### src/rtl/trap_controller.sv
// trap_controller
// Sequences trap entry and mret return for the single-issue core.
// Exceptions and enabled machine interrupts are arbitrated in IDLE.
// An accepted trap spends one cycle in COMMIT, driving the mepc/mcause
// write strobe, then one cycle in REDIRECT, steering fetch to mtvec.
// An accepted mret goes straight to REDIRECT and steers fetch to mepc.
//
// Build option: define VECTORED_MTVEC_EN to vector interrupts to
// base + 4*cause when mtvec[1:0] == 2'b01. Exceptions always go to base.
// Without the macro, mtvec[1:0] is ignored.

module trap_controller #(
  parameter int XLEN    = 32,
  parameter int NUM_EXC = 6
) (
  input  logic            clock,
  input  logic            reset,
  input  logic            inst_valid,
  input  logic [XLEN-1:0] cur_pc,
  input  logic [NUM_EXC-1:0] exc_req,
  input  logic            irq_ext,
  input  logic            irq_soft,
  input  logic            irq_timer,
  input  logic            mstatus_mie,
  input  logic [XLEN-1:0] mie,
  input  logic [XLEN-1:0] mtvec,
  input  logic [XLEN-1:0] mepc,
  input  logic            mret_req,
  output logic            exception_asserted,
  output logic [XLEN-1:0] exception_mepc,
  output logic [XLEN-1:0] exception_mcause,
  output logic            stall,
  output logic            flush,
  output logic            redirect_valid,
  output logic [XLEN-1:0] redirect_pc,
  output logic            in_trap
);

  typedef enum logic [1:0] {
    IDLE     = 2'd0,
    COMMIT   = 2'd1,
    REDIRECT = 2'd2
  } state_t;

  // Exception request line index -> mcause code. Lower index wins.
  function automatic logic [4:0] exc_code_lut(input int idx);
    case (idx)
      0:       exc_code_lut = 5'd0;   // instruction address misaligned
      1:       exc_code_lut = 5'd2;   // illegal instruction
      2:       exc_code_lut = 5'd3;   // breakpoint
      3:       exc_code_lut = 5'd11;  // ecall from M-mode
      4:       exc_code_lut = 5'd4;   // load address misaligned
      5:       exc_code_lut = 5'd6;   // store address misaligned
      default: exc_code_lut = 5'd0;
    endcase
  endfunction

  state_t          state_reg;
  logic            in_trap_reg;
  logic            is_mret_reg;
  logic [XLEN-1:0] target_reg;
  logic            exception_asserted_reg;
  logic [XLEN-1:0] exception_mepc_reg;
  logic [XLEN-1:0] exception_mcause_reg;
  logic            flush_reg;
  logic            redirect_valid_reg;
  logic [XLEN-1:0] redirect_pc_reg;

  logic [NUM_EXC-1:0] exc_first;
  logic [4:0]         exc_code_term [NUM_EXC];
  logic               exc_hit;
  logic [4:0]         exc_code;

  logic               irq_ext_en;
  logic               irq_soft_en;
  logic               irq_timer_en;
  logic               irq_pending;
  logic [4:0]         irq_code;

  logic [XLEN-1:0]    trap_cause;
  logic [XLEN-1:0]    trap_base;
  logic [XLEN-1:0]    trap_target;
  logic               take_trap;
  logic               take_mret;

  // Only mie bits 11/7/3 matter; the remaining bits are intentionally dropped.
  logic unused_bits;
  assign unused_bits = ^{mie[XLEN-1:12], mie[10:8], mie[6:4], mie[2:0], mtvec[1:0]};

  // One-hot of the highest-priority exception line and its cause code.
  genvar gi;
  generate
    for (gi = 0; gi < NUM_EXC; gi++) begin : g_exc
      logic lower_clear;
      if (gi == 0) begin : g_first
        assign lower_clear = 1'b1;
      end else begin : g_rest
        assign lower_clear = ~|exc_req[gi-1:0];
      end
      assign exc_first[gi]     = exc_req[gi] & lower_clear;
      assign exc_code_term[gi] = exc_first[gi] ? exc_code_lut(gi) : 5'd0;
    end
  endgenerate

  assign exc_hit = |exc_req;

  // Merge the per-line codes; at most one term is non-zero.
  always_comb begin
    exc_code = 5'd0;
    for (int i = 0; i < NUM_EXC; i++) begin
      exc_code = exc_code | exc_code_term[i];
    end
  end

  assign irq_ext_en   = irq_ext   & mie[11];
  assign irq_soft_en  = irq_soft  & mie[3];
  assign irq_timer_en = irq_timer & mie[7];
  assign irq_pending  = mstatus_mie & ~in_trap_reg & (irq_ext_en | irq_soft_en | irq_timer_en);

  // Interrupt priority: external, then software, then timer.
  always_comb begin
    irq_code = 5'd0;
    if (irq_ext_en) begin
      irq_code = 5'd11;
    end else if (irq_soft_en) begin
      irq_code = 5'd3;
    end else if (irq_timer_en) begin
      irq_code = 5'd7;
    end
  end

  assign trap_cause = exc_hit ? {1'b0, {(XLEN-6){1'b0}}, exc_code}
                              : {1'b1, {(XLEN-6){1'b0}}, irq_code};

  assign trap_base = {mtvec[XLEN-1:2], 2'b00};

  // Handler address, captured at acceptance so mtvec can change afterwards.
  always_comb begin
    trap_target = trap_base;
`ifdef VECTORED_MTVEC_EN
    if (!exc_hit && (mtvec[1:0] == 2'b01)) begin
      trap_target = trap_base + {{(XLEN-7){1'b0}}, irq_code, 2'b00};
    end
`endif
  end

  // Exceptions beat interrupts, both beat mret; nothing is taken without inst_valid.
  assign take_trap = inst_valid & (exc_hit | irq_pending);
  assign take_mret = inst_valid & ~exc_hit & ~irq_pending & mret_req;

  // Trap sequencer: IDLE -> COMMIT -> REDIRECT -> IDLE, or IDLE -> REDIRECT for mret.
  always_ff @(posedge clock) begin
    if (reset) begin
      state_reg              <= IDLE;
      in_trap_reg            <= 1'b0;
      is_mret_reg            <= 1'b0;
      target_reg             <= '0;
      exception_asserted_reg <= 1'b0;
      exception_mepc_reg     <= '0;
      exception_mcause_reg   <= '0;
      flush_reg              <= 1'b0;
      redirect_valid_reg     <= 1'b0;
      redirect_pc_reg        <= '0;
    end else begin
      case (state_reg)
        IDLE: begin
          exception_asserted_reg <= 1'b0;
          redirect_valid_reg     <= 1'b0;
          flush_reg              <= 1'b0;
          if (take_trap) begin
            state_reg              <= COMMIT;
            exception_asserted_reg <= 1'b1;
            exception_mepc_reg     <= cur_pc;
            exception_mcause_reg   <= trap_cause;
            target_reg             <= trap_target;
            is_mret_reg            <= 1'b0;
            flush_reg              <= 1'b1;
          end else if (take_mret) begin
            state_reg          <= REDIRECT;
            redirect_valid_reg <= 1'b1;
            redirect_pc_reg    <= {mepc[XLEN-1:2], 2'b00};
            is_mret_reg        <= 1'b1;
            flush_reg          <= 1'b1;
          end
        end
        COMMIT: begin
          state_reg              <= REDIRECT;
          exception_asserted_reg <= 1'b0;
          in_trap_reg            <= 1'b1;
          redirect_valid_reg     <= 1'b1;
          redirect_pc_reg        <= target_reg;
          flush_reg              <= 1'b1;
        end
        REDIRECT: begin
          state_reg          <= IDLE;
          redirect_valid_reg <= 1'b0;
          flush_reg          <= 1'b0;
          if (is_mret_reg) begin
            in_trap_reg <= 1'b0;
          end
          is_mret_reg <= 1'b0;
        end
        default: begin
          state_reg              <= IDLE;
          exception_asserted_reg <= 1'b0;
          redirect_valid_reg     <= 1'b0;
          flush_reg              <= 1'b0;
        end
      endcase
    end
  end

  assign stall              = (state_reg == COMMIT);
  assign exception_asserted = exception_asserted_reg;
  assign exception_mepc     = exception_mepc_reg;
  assign exception_mcause   = exception_mcause_reg;
  assign flush              = flush_reg;
  assign redirect_valid     = redirect_valid_reg;
  assign redirect_pc        = redirect_pc_reg;
  assign in_trap            = in_trap_reg;

endmodule

### config.mk
export PLATFORM = sky130hd
export DESIGN_NAME = trap_controller
export DESIGN_NICKNAME = d
export VERILOG_FILES = /design/src/rtl/trap_controller.sv
export SDC_FILE = /design/constraint.sdc
export NUM_CORES = 1
export LEC_CHECK = 0
export CAP_MARGIN = 20
export CORE_UTILIZATION = 42
export CTS_CLUSTER_DIAMETER = 60
export DETAILED_ROUTE_END_ITERATION = 8
export GPL_TIMING_DRIVEN = 0
export PLACE_DENSITY = 0.87
export SLEW_MARGIN = 0
export SYNTH_ARGS = -nofsm -noshare
export SYNTH_HDL_FRONTEND = slang
export SYNTH_SLANG_ARGS = --single-unit
### constraint.sdc
create_clock -name clock -period 3.55 [get_ports clock]
set_input_delay 0.71 -clock clock [delete_from_list [all_inputs] [get_ports clock]]
set_output_delay 0.71 -clock clock [all_outputs]
set_load 0.02 [all_outputs]
==> results.md <==
- Sequential share of the synthesized area: 46.39%
- Endpoints failing setup: 0
- CP peak stage delay: 700 ps
- # resized after CTS: 0
- Clk pin slew, worst setup/hold paths: 100 ps
- Async S/R FF share, synth: 0%
- Hold Path Sink: target_reg[28]$_SDFFE_PP0P_
- Max Slew Vio Count: 0
- Num rows: 37
- Drt wl/cell: 15.49 um
- Vias: 4804
- CORE AREA: 0.01032 mm^2
- Total setup buffers inserted after CTS: 0
- Worst R2R End: exception_mepc[17]$_SDFFE_PP0P_
- CP Launch Point: state_reg[1]$_SDFFE_PP0P_
- Multi-input logic area: 0.002003 mm^2
- Port buffer count: 179
- Post-CTS Hold Fix Bufs: 0
- Logic pwr share: 23.4%
- Max FFs per register: 32
- Vias in the first global route: 4869
- Die Y: 105.4 um
- Layout cells sized above 1: 8.549%
- Via-to-Cell Ratio: 5.291
- Hold Vio Cnt, Final: 0
- Max clock buf depth: 2
- Worst EP required: 2840 ps
- Hold crit path type: flip-flop to flip-flop
- CTS root buf: clkbuf_8
- Critical path's slowest cell: clkdlybuf4s50_1
- Antenna diodes: 0
- Pre-Repair DR Iteration Count: 5
- Unique masters post-synth: 36
- Worst R2R Start: in_trap$_SDFFE_PP0P_
- Slew headroom: 59.34%
- Switching fraction of total power: 29.32%
- P_int: 1857 uW
- Die footprint: 0.01110 mm^2
- Tcrit/Tclk final: 82.19%
- Drc violations: 0
- Power per cell area: 389.1 mW/mm^2
- EDFF count, synth: 0
- Cells after Synth: 549
- Pin count of the biggest net entering global routing: 19
- Grt ovf: 0
- Area growth from synthesis to layout: 50.49%
- FF/Latch Area: 0.002082 mm^2
- Starting Density: 43.47%
- Reg-to-reg slack, setup: 1560 ps
- P_leak: 0.002515 uW
- Io pins: 243
- GRT Total Usage: 25.31%
- Post-Syn Area per Cell: 8.175 um^2
- Worst setup EP type: primary output
- Fin crit period: 2918 ps
- Fin nets: 909
- #FFs+latches synth: 104
- Final WL: 14.07 mm
- Antenna viol nets, final: 0
- Least-Margin Pin Slew: 607.2 ps
- CTS H-Tree Depth: 3
- Placer congestion estimate: 0.7877
- Clock Skews: 13.63 ps
- Outcome: finished clean
- Detail Placement HPWL: 10.81 mm
- Ys Warns: 0
- Clk network pwr share: 27.7%
- CTS tree: yes
- R2r worst-path depth: 6
- VDD IR-drop max: 0.0002397 V
- Total Power: 2628 uW
- CP startpoint kind: flip-flop
- Worst skew pair latency: 360 ps
- Worst hold start: target_reg[28]$_SDFFE_PP0P_
- Hold path cells: 2
- Cell area after synthesis: 0.004488 mm^2
- CTS sink cnt: 104
- Crit-path cells: nand2b_1 -> inv_2 -> clkbuf_1 -> clkdlybuf4s50_1
- Ys flop type: dfxtp_1
- Fill count: 883
- WP data arrival: 2210 ps
- Critical Path Fanout Max: 10
- RSZ-0062 raised after global routing: no
- Max-Cap Viols: 0
- Antenna violations before repair: 0
- Max Clk Rate: 342.7 MHz
- Psw: 770.6 uW
- CTS buffer count: 9
- Flop pwr share: 48.9%
- Drt first-iter violations: 183
- CP Class: flip-flop to primary output
- First-pass GRT wire length: 22.63 mm
- Chip Width: 105.4 um
- TNS Setup: 0 ps
[cell families after synthesis]
logic type	count (synthesis)	share of synthesized area, %
flip-flops	104	46.39
AO/OA/AOI/OAI	177	23.28
other	1	0.08356
buffers and inverters	88	11.32
AND/OR/NAND/NOR	179	18.93
[cell usage in the layout, fill, tap and decap left out, types with 2 or more instances in the layout]
cell,instances
conb_1,29
buf_2,10
nand2b_1,4
clkdlybuf4s50_1,179
a311oi_1,32
inv_8,2
a21oi_1,67
a211oi_1,3
nand2_1,65
and2b_1,2
nand3_1,62
buf_6,7
clkbuf_1,33
dfxtp_1,104
clkbuf_8,11
nor3_1,31
buf_1,6
o21ai_0,67
nor2_1,6
buf_4,30
[stage by stage]
step                      instances  cell area (um^2)  hold slack (ps)  utilization [%]  setup slack, ps
after floorplan                 577              4593            414.0                -             1595
after global placement          892              6555            441.5            63.50            667.0
after detailed placement        892              6555            463.3            63.50            668.1
after CTS                       908              6754            482.2            65.42            623.8
after global routing            908              6754            500.3            65.42            489.2
final                           908              6754            480.0            65.42            632.4
[routing by layer]
layer | part of all wire [%] | up-vias | global-route usage [%] | routed length (um)
met4 | 2.0 | 0 | 9.759 | 278
li1 | - | 2344 | - | -
met1 | 39 | 2228 | 27.84 | 5504
met2 | 50 | 204 | 45.30 | 7091
met3 | 8.5 | 28 | 7.792 | 1195
met5 | 0 | - | 0 | 0
[critical path, delay by kind of cell (launching register included)]
| kind | cells | cell delay [ps] |
|---|---|---|
| buf+inv | 3 | 1250 |
| flops | 1 | 350 |
| simple gates | 1 | 240 |
[Yosys cell counts (6+ instances only)]
cell type,count,share of area (%)
o21ai_0,67,7.5
buf_6,7,1.8
nand2_1,65,5.4
nand3_1,62,6.9
nor2_1,6,0.50
dfxtp_1,104,46
buf_1,6,0.50
buf_2,10,1.1
a21oi_1,67,7.5
buf_4,30,5.0
nor3_1,31,3.5
clkbuf_1,33,2.8
a311oi_1,32,6.2
[power groups by stage]
stage	Clock, uW	Combinational, uW	Sequential (uW)
after floorplan	0	250	1370
after global placement	0	595	1310
after detailed placement	0	612	1310
after CTS	747	614	1280
after global routing	794	660	1290
final	728	615	1280
[cell type report]
class | instances | share of cell area, %
clock inverters | 5 | 0.7040
multi-input cells | 385 | 29.66
clock buffers | 11 | 2.242
repair buffers | 179 | 26.53
inverters | 2 | 0.1112
well taps | 136 | 2.519
plain buffers | 86 | 7.410
flip-flops and latches | 104 | 30.83
[worst max path at each step]
stage	to	slack, ps	cells past startpoint
2_1_floorplan	redirect_pc[3]$_SDFFE_PP0P_	1600	6
3_3_place_gp	exception_asserted$_SDFFE_PP0N_	670	7
3_5_place_dp	exception_asserted$_SDFFE_PP0N_	670	7
4_1_cts	stall	620	4
5_1_grt	stall	490	4
6_report	stall	630	4
No activity file was read; power rests on OpenSTA's default activity.
==> edit 1, RTL diff (same settings) <==
Encoding of `state_t`: now one-hot (3 bits for 3 states).
--- a/src/rtl/trap_controller.sv
+++ b/src/rtl/trap_controller.sv
@@ -38,6 +38,6 @@
 
-  typedef enum logic [1:0] {
-    IDLE     = 2'd0,
-    COMMIT   = 2'd1,
-    REDIRECT = 2'd2
+  typedef enum logic [2:0] {
+    IDLE     = 3'b001,
+    COMMIT   = 3'b010,
+    REDIRECT = 3'b100
   } state_t;
Formal check against the unedited RTL: same outputs for any inputs over 4 cycles, from zero or initial values and one cycle with reset high; so few cycles prove little.
==> edit 1 against the original RTL <==
  * Utilization fell by 1.1 points
  * Sequential cell count up 1
  * Register-to-register slack improved by 0.03 ns
  * Power down 0.11%
  * Wire length shrank 0.15%
  * Design area rose by 3.7%
  * Worst setup slack worse by 0.069 ns
  * Synthesized cell count down 5.6%
  * First-iteration DRC count grew 11%
  * Area after synthesis grew 4.9%
  * Critical path type unchanged
  * Largest cell class unchanged
==> edit 1: results (changes against the original RTL) <==
* Ant. Diodes at 0 (unchanged)
* Syn Inst Count at 518 (-5.6%)
* Max reg flops at 32 (unchanged)
* VDD IR max at 0.290 mV (+21%)
* First-pass GRT wire length at 22000 um (-2.7%)
* H-tree depth at 3 (unchanged)
* Router iterations before antenna repair at 5 (unchanged)
* Antenna violations before repair at 0 (unchanged)
* Total Nets Final at 879 (-3.3%)
* Via/cell ratio at 5.27 (-0.40%)
* WP data arrival at 2.28 ns (+0.07 ns)
* Hold WC Path Type: reg2reg
* Crit-path slowest cell: clkdlybuf4s50_1
* Share of layout cells above drive strength 1 at 0.115 (+0.0291)
* Sequential-to-total area share from yosys stat at 0.447 (-0.0172)
* Total Wirelength at 14000 um (-0.15%)
* Hold Crit Depth at 2 (unchanged)
* Worst-Skew Late Latency at 0.37 ns
* Setup Fix Bufs, Post-CTS at 0 (unchanged)
* RD Place Congestion at 0.844 (+7.1%)
* Tot GR Track Use at 0.240 (-0.0127)
* Area contributors post-synth: dfxtp_1, a211oi_1, nand3_1, a21oi_1, mux2i_1
* Via count at 4648 (-3.2%)
* Placed cell count at 866 (-2.9%)
* Outcome: complete, no violations
* Synth cell types at 41 (+14%)
* Clock root cell: clkbuf_8
* Asr flop ratio synth at 0 (unchanged)
* Num CTS Buffers at 9 (unchanged)
* Post-CTS Resized at 0 (unchanged)
* Crit path max-delay family: buffers and inverters
* DRT iter0 DRCs at 204 (+11%)
* Reg2reg path depth at 5 (-1)
* Largest net degree at the start of global routing at 18 (-1)
* I/O Buffers at 180 (+0.56%)
* Slew HR at 0.567 (-0.0268)
* Filler cells at 908 (+2.8%)
* Clock transition at the registers of the reported paths at around 0.11 ns
* Synth warn at 0 (unchanged)
* Final Skew at 0.0102 ns (-0.00339 ns)
* Commonest cells in the netlist: dfxtp_1, nand3_1, a21oi_1
* CP max stage delay at 0.70 ns (about the same)
* Dpl hpwl at 10700 um (-0.86%)
* Leakage power at 2.48 nW (-1.4%)
* Worst Path Max Fanout at 10 (unchanged)
* Bufs on Longest Clock Path at 2 (unchanged)
## edit 1: cell types whose count changed after synthesis, sizes merged, moves of 2 or more
cell and delta:
buf +4, mux2i +30, nor2 +2, clkbuf -4, a211oi +58, a21oi +3
nor3 -30, a311oi -32, nand2b -3, nor3b +2, and2b -2, nand2 -61
## edit 1: final cells by class
| class | count | area share |
|---|---|---|
| repair buffers | 180 | 0.257 |
| plain buffers | 86 | 0.0765 |
| multi-input cells | 353 | 0.309 |
| well taps | 140 | 0.0250 |
| clock buffers | 11 | 0.0216 |
| flip-flops and latches | 105 | 0.300 |
| inverters | 2 | 0.00107 |
| clock inverters | 5 | 0.00893 |
## edit 1: metrics by stage
stage	cell area, sq um	setup WS (ns)	total power, W
after floorplan	4810	1.63	0.00159
after global placement	6790	0.861	0.00184
final	7000	0.564	0.00262
after global routing	7000	0.360	0.00273
after CTS	7000	0.569	0.00264
after detailed placement	6790	0.818	0.00186
## edit 1: layer usage
metal	share of wire	routed length (um)	vias to the layer above	track usage
li1	-	-	2289	-
met1	0.42	5870	2168	0.280
met2	0.50	7000	174	0.432
met3	0.070	988	17	0.0648
met4	0.013	189	0	0.0597
met5	0	0	-	0
## edit 1: cells by family after synthesis
family	share of synthesized area
AND/OR/NAND/NOR	0.0994
flip-flops	0.447
multiplexers	0.0638
AO/OA/AOI/OAI	0.274
buffers and inverters	0.115
other	0.000797
## edit 1: final timing paths
path / startpoint / to / slack (ns)
setup / recovery: state_reg[1]$_SDFFE_PP0P_ / stall / 0.56
hold reg to reg: target_reg[5]$_SDFFE_PP0P_ / target_reg[5]$_SDFFE_PP0P_ / 0.48
setup reg to reg: state_reg[1]$_SDFFE_PP0P_ / exception_mepc[17]$_SDFFE_PP0P_ / 1.59
hold / removal: target_reg[5]$_SDFFE_PP0P_ / target_reg[5]$_SDFFE_PP0P_ / 0.48
## edit 1: tightest hold or removal path: cells and delay by family, from the launching register on
family | cells | cell delay, ns
flip-flops | 1 | 0.32
AO/OA/AOI/OAI | 2 | 0.12
## edit 1: report_power, final
group	leakage [nW]	internal, W	switching [W]
sequential	0.858	0.00124	0.0000359
combinational	1.52	0.000277	0.000280
clock	0.102	0.000369	0.000420
==> edit 2, RTL diff (same settings) <==
Made on the original files. Change the parameter `XLEN` from 32 to 48.
--- a/src/rtl/trap_controller.sv
+++ b/src/rtl/trap_controller.sv
@@ -12,3 +12,3 @@
 module trap_controller #(
-  parameter int XLEN    = 32,
+  parameter int XLEN    = 48,
   parameter int NUM_EXC = 6
Ports: changed (7 resized); port bits go from 243 to 355. No check against the original RTL was run, so the function may have changed too.
==> edit 2 against the original RTL <==
  * Sequential share of layout area fell by 1.0 points
  * Wire length is 64% higher
  * Sequential cell count is 48 higher
  * Design area up 51%
  * Hold slack worse by 0.025 ns
  * Power is 83% higher
  * Worst setup slack got worse by 0.42 ns
  * Area after synthesis grew 46%
  * Largest cell class unchanged
==> edit 2: results (changes against the original RTL) <==
* Outcome: complete, no violations
* Num CTS Buffers at 17 (+8)
* Tot GR Track Use at 0.285 (+0.0316)
* Leakage power at 3.80 nW (+51%)
* Router iterations before antenna repair at 9 (+4)
* Total Wirelength at 23100 um (+64%)
* Final Skew at 0.0107 ns (-0.00289 ns)
* WP data arrival at 2.63 ns (+0.42 ns)
* Worst-Margin Slew at 0.746 ns (+0.139 ns)
* Via count at 7186 (+50%)
* Hold WC Path Type: reg2reg
* Bufs on Longest Clock Path at 2 (unchanged)
* Asr flop ratio synth at 0 (unchanged)
* Total Nets Final at 1329 (+46%)
* DR WL/cell at 17.5 um (+13%)
* Placed cell area at 9560 sq um (+46%)
* Largest net degree at the start of global routing at 17 (-2)
* First-pass GRT wire length at 35600 um (+57%)
* Clock root cell: clkbuf_16
* H-tree depth at 4 (+1)
* Share of layout cells above drive strength 1 at 0.0933 (+0.00782)
* Max reg flops at 48 (+50%)
* VDD IR max at 0.353 mV (+47%)
* Avg Cell Area, Syn at 8.20 sq um (+0.28%)
* Commonest cells in the netlist: dfxtp_1, a21oi_1, nand2_1
* Clock transition at the registers of the reported paths at 0.06 ns (-0.04 ns)
* I/O Buffers at 259 (+45%)
* Area contributors post-synth: dfxtp_1, a21oi_1, o21ai_0, nand3_1, nand2_1
* Antenna violations before repair at 1 (+1)
* Vias in the first global route at 6873 (+41%)
* Worst Path Max Fanout at 10 (unchanged)
* DRT iter0 DRCs at 645 (+250%)
* Synth warn at 0 (unchanged)
* Sequential-to-total area share from yosys stat at 0.463 (-0.000483)
* Sum Neg Setup Slack at 0 ns (unchanged)
* Dpl hpwl at 16500 um (+53%)
* Synth cell types at 37 (+2.8%)
* Ant. Diodes at 0 (unchanged)
* Worst-Skew Late Latency at 0.43 ns (+0.07 ns)
* RD Place Congestion at 0.817 (+3.7%)
==> edit 2: changes by cell type in the layout (fill, tap and decap cells not counted), moves of 10 or more <==
cell             change
dfxtp_1             +48
nor3_1              +16
clkbuf_1            +27
a311oi_2            +14
nand2_1             +34
o21ai_0             +28
clkdlybuf4s50_1     +80
clkbuf_16           +17
buf_4               +18
a21oi_1             +32
clkbuf_8            -10
conb_1              +16
nand3_1             +32
==> edit 2: critical path, cell delays in order, from the launching register on <==
cell	delay (ns)
dfxtp_1	0.36
nand2b_1	0.19
inv_1	0.10
clkbuf_1	0.48
clkbuf_2	0.38
clkdlybuf4s50_1	0.69
==> edit 2: path summary, 6_finish.rpt <==
kind | to | slack [ns] | from | depth (start not counted)
setup / recovery | stall | 0.21 | state_reg[1]$_SDFFE_PP0P_ | 5
hold / removal | exception_asserted$_SDFFE_PP0N_ | 0.46 | exception_asserted$_SDFFE_PP0N_ | 2
setup reg to reg | exception_asserted$_SDFFE_PP0N_ | 1.27 | in_trap$_SDFFE_PP0P_ | 6
hold reg to reg | exception_asserted$_SDFFE_PP0N_ | 0.46 | exception_asserted$_SDFFE_PP0N_ | 2
==> edit 2: per-stage QoR <==
step	worst slack (ns)	power, W	utilization
2_1_floorplan	1.48	0.00238	-
5_1_grt	0.0798	0.00496	0.671
3_3_place_gp	0.464	0.00281	0.629
3_5_place_dp	0.457	0.00283	0.629
4_1_cts	0.179	0.00480	0.671
6_report	0.211	0.00480	0.671
==> edit 2: cell type report <==
cell class,count,area (sq um)
well taps,188,235
plain buffers,128,702
fillers,1239,4990
clock buffers,21,450
flip-flops and latches,152,3040
clock inverters,11,196
inverters,4,15.0
multi-input cells,561,2970
repair buffers,259,2590
==> edit 2: routing by layer <==
layer,wire length (um),global-route usage,vias to the layer above
met2,11300,0.495,367
met4,585,0.116,0
li1,-,-,3430
met1,9120,0.322,3335
met3,2080,0.0925,54
met5,0,0,-
==> edit 2: cells by family after synthesis <==
family          synth area share
other cells             0.000571
flops                      0.463
compound gates             0.244
simple gates               0.184
buf+inv                    0.109
==> edit 2: repair_timing <==
| action | in CTS | in global routing |
|---|---|---|
| resized for setup | 1 | 0 |
| hold buffers | 0 | 0 |
| setup endpoints to repair | 1 | 0 |
| setup buffers | 0 | 0 |
==> edit 2: where the power goes <==
group          internal (W)  switching (W)  total [W]
Combinational      0.000444       0.000480   0.000925
Clock               0.00127       0.000728    0.00199
Sequential          0.00182      0.0000581    0.00188
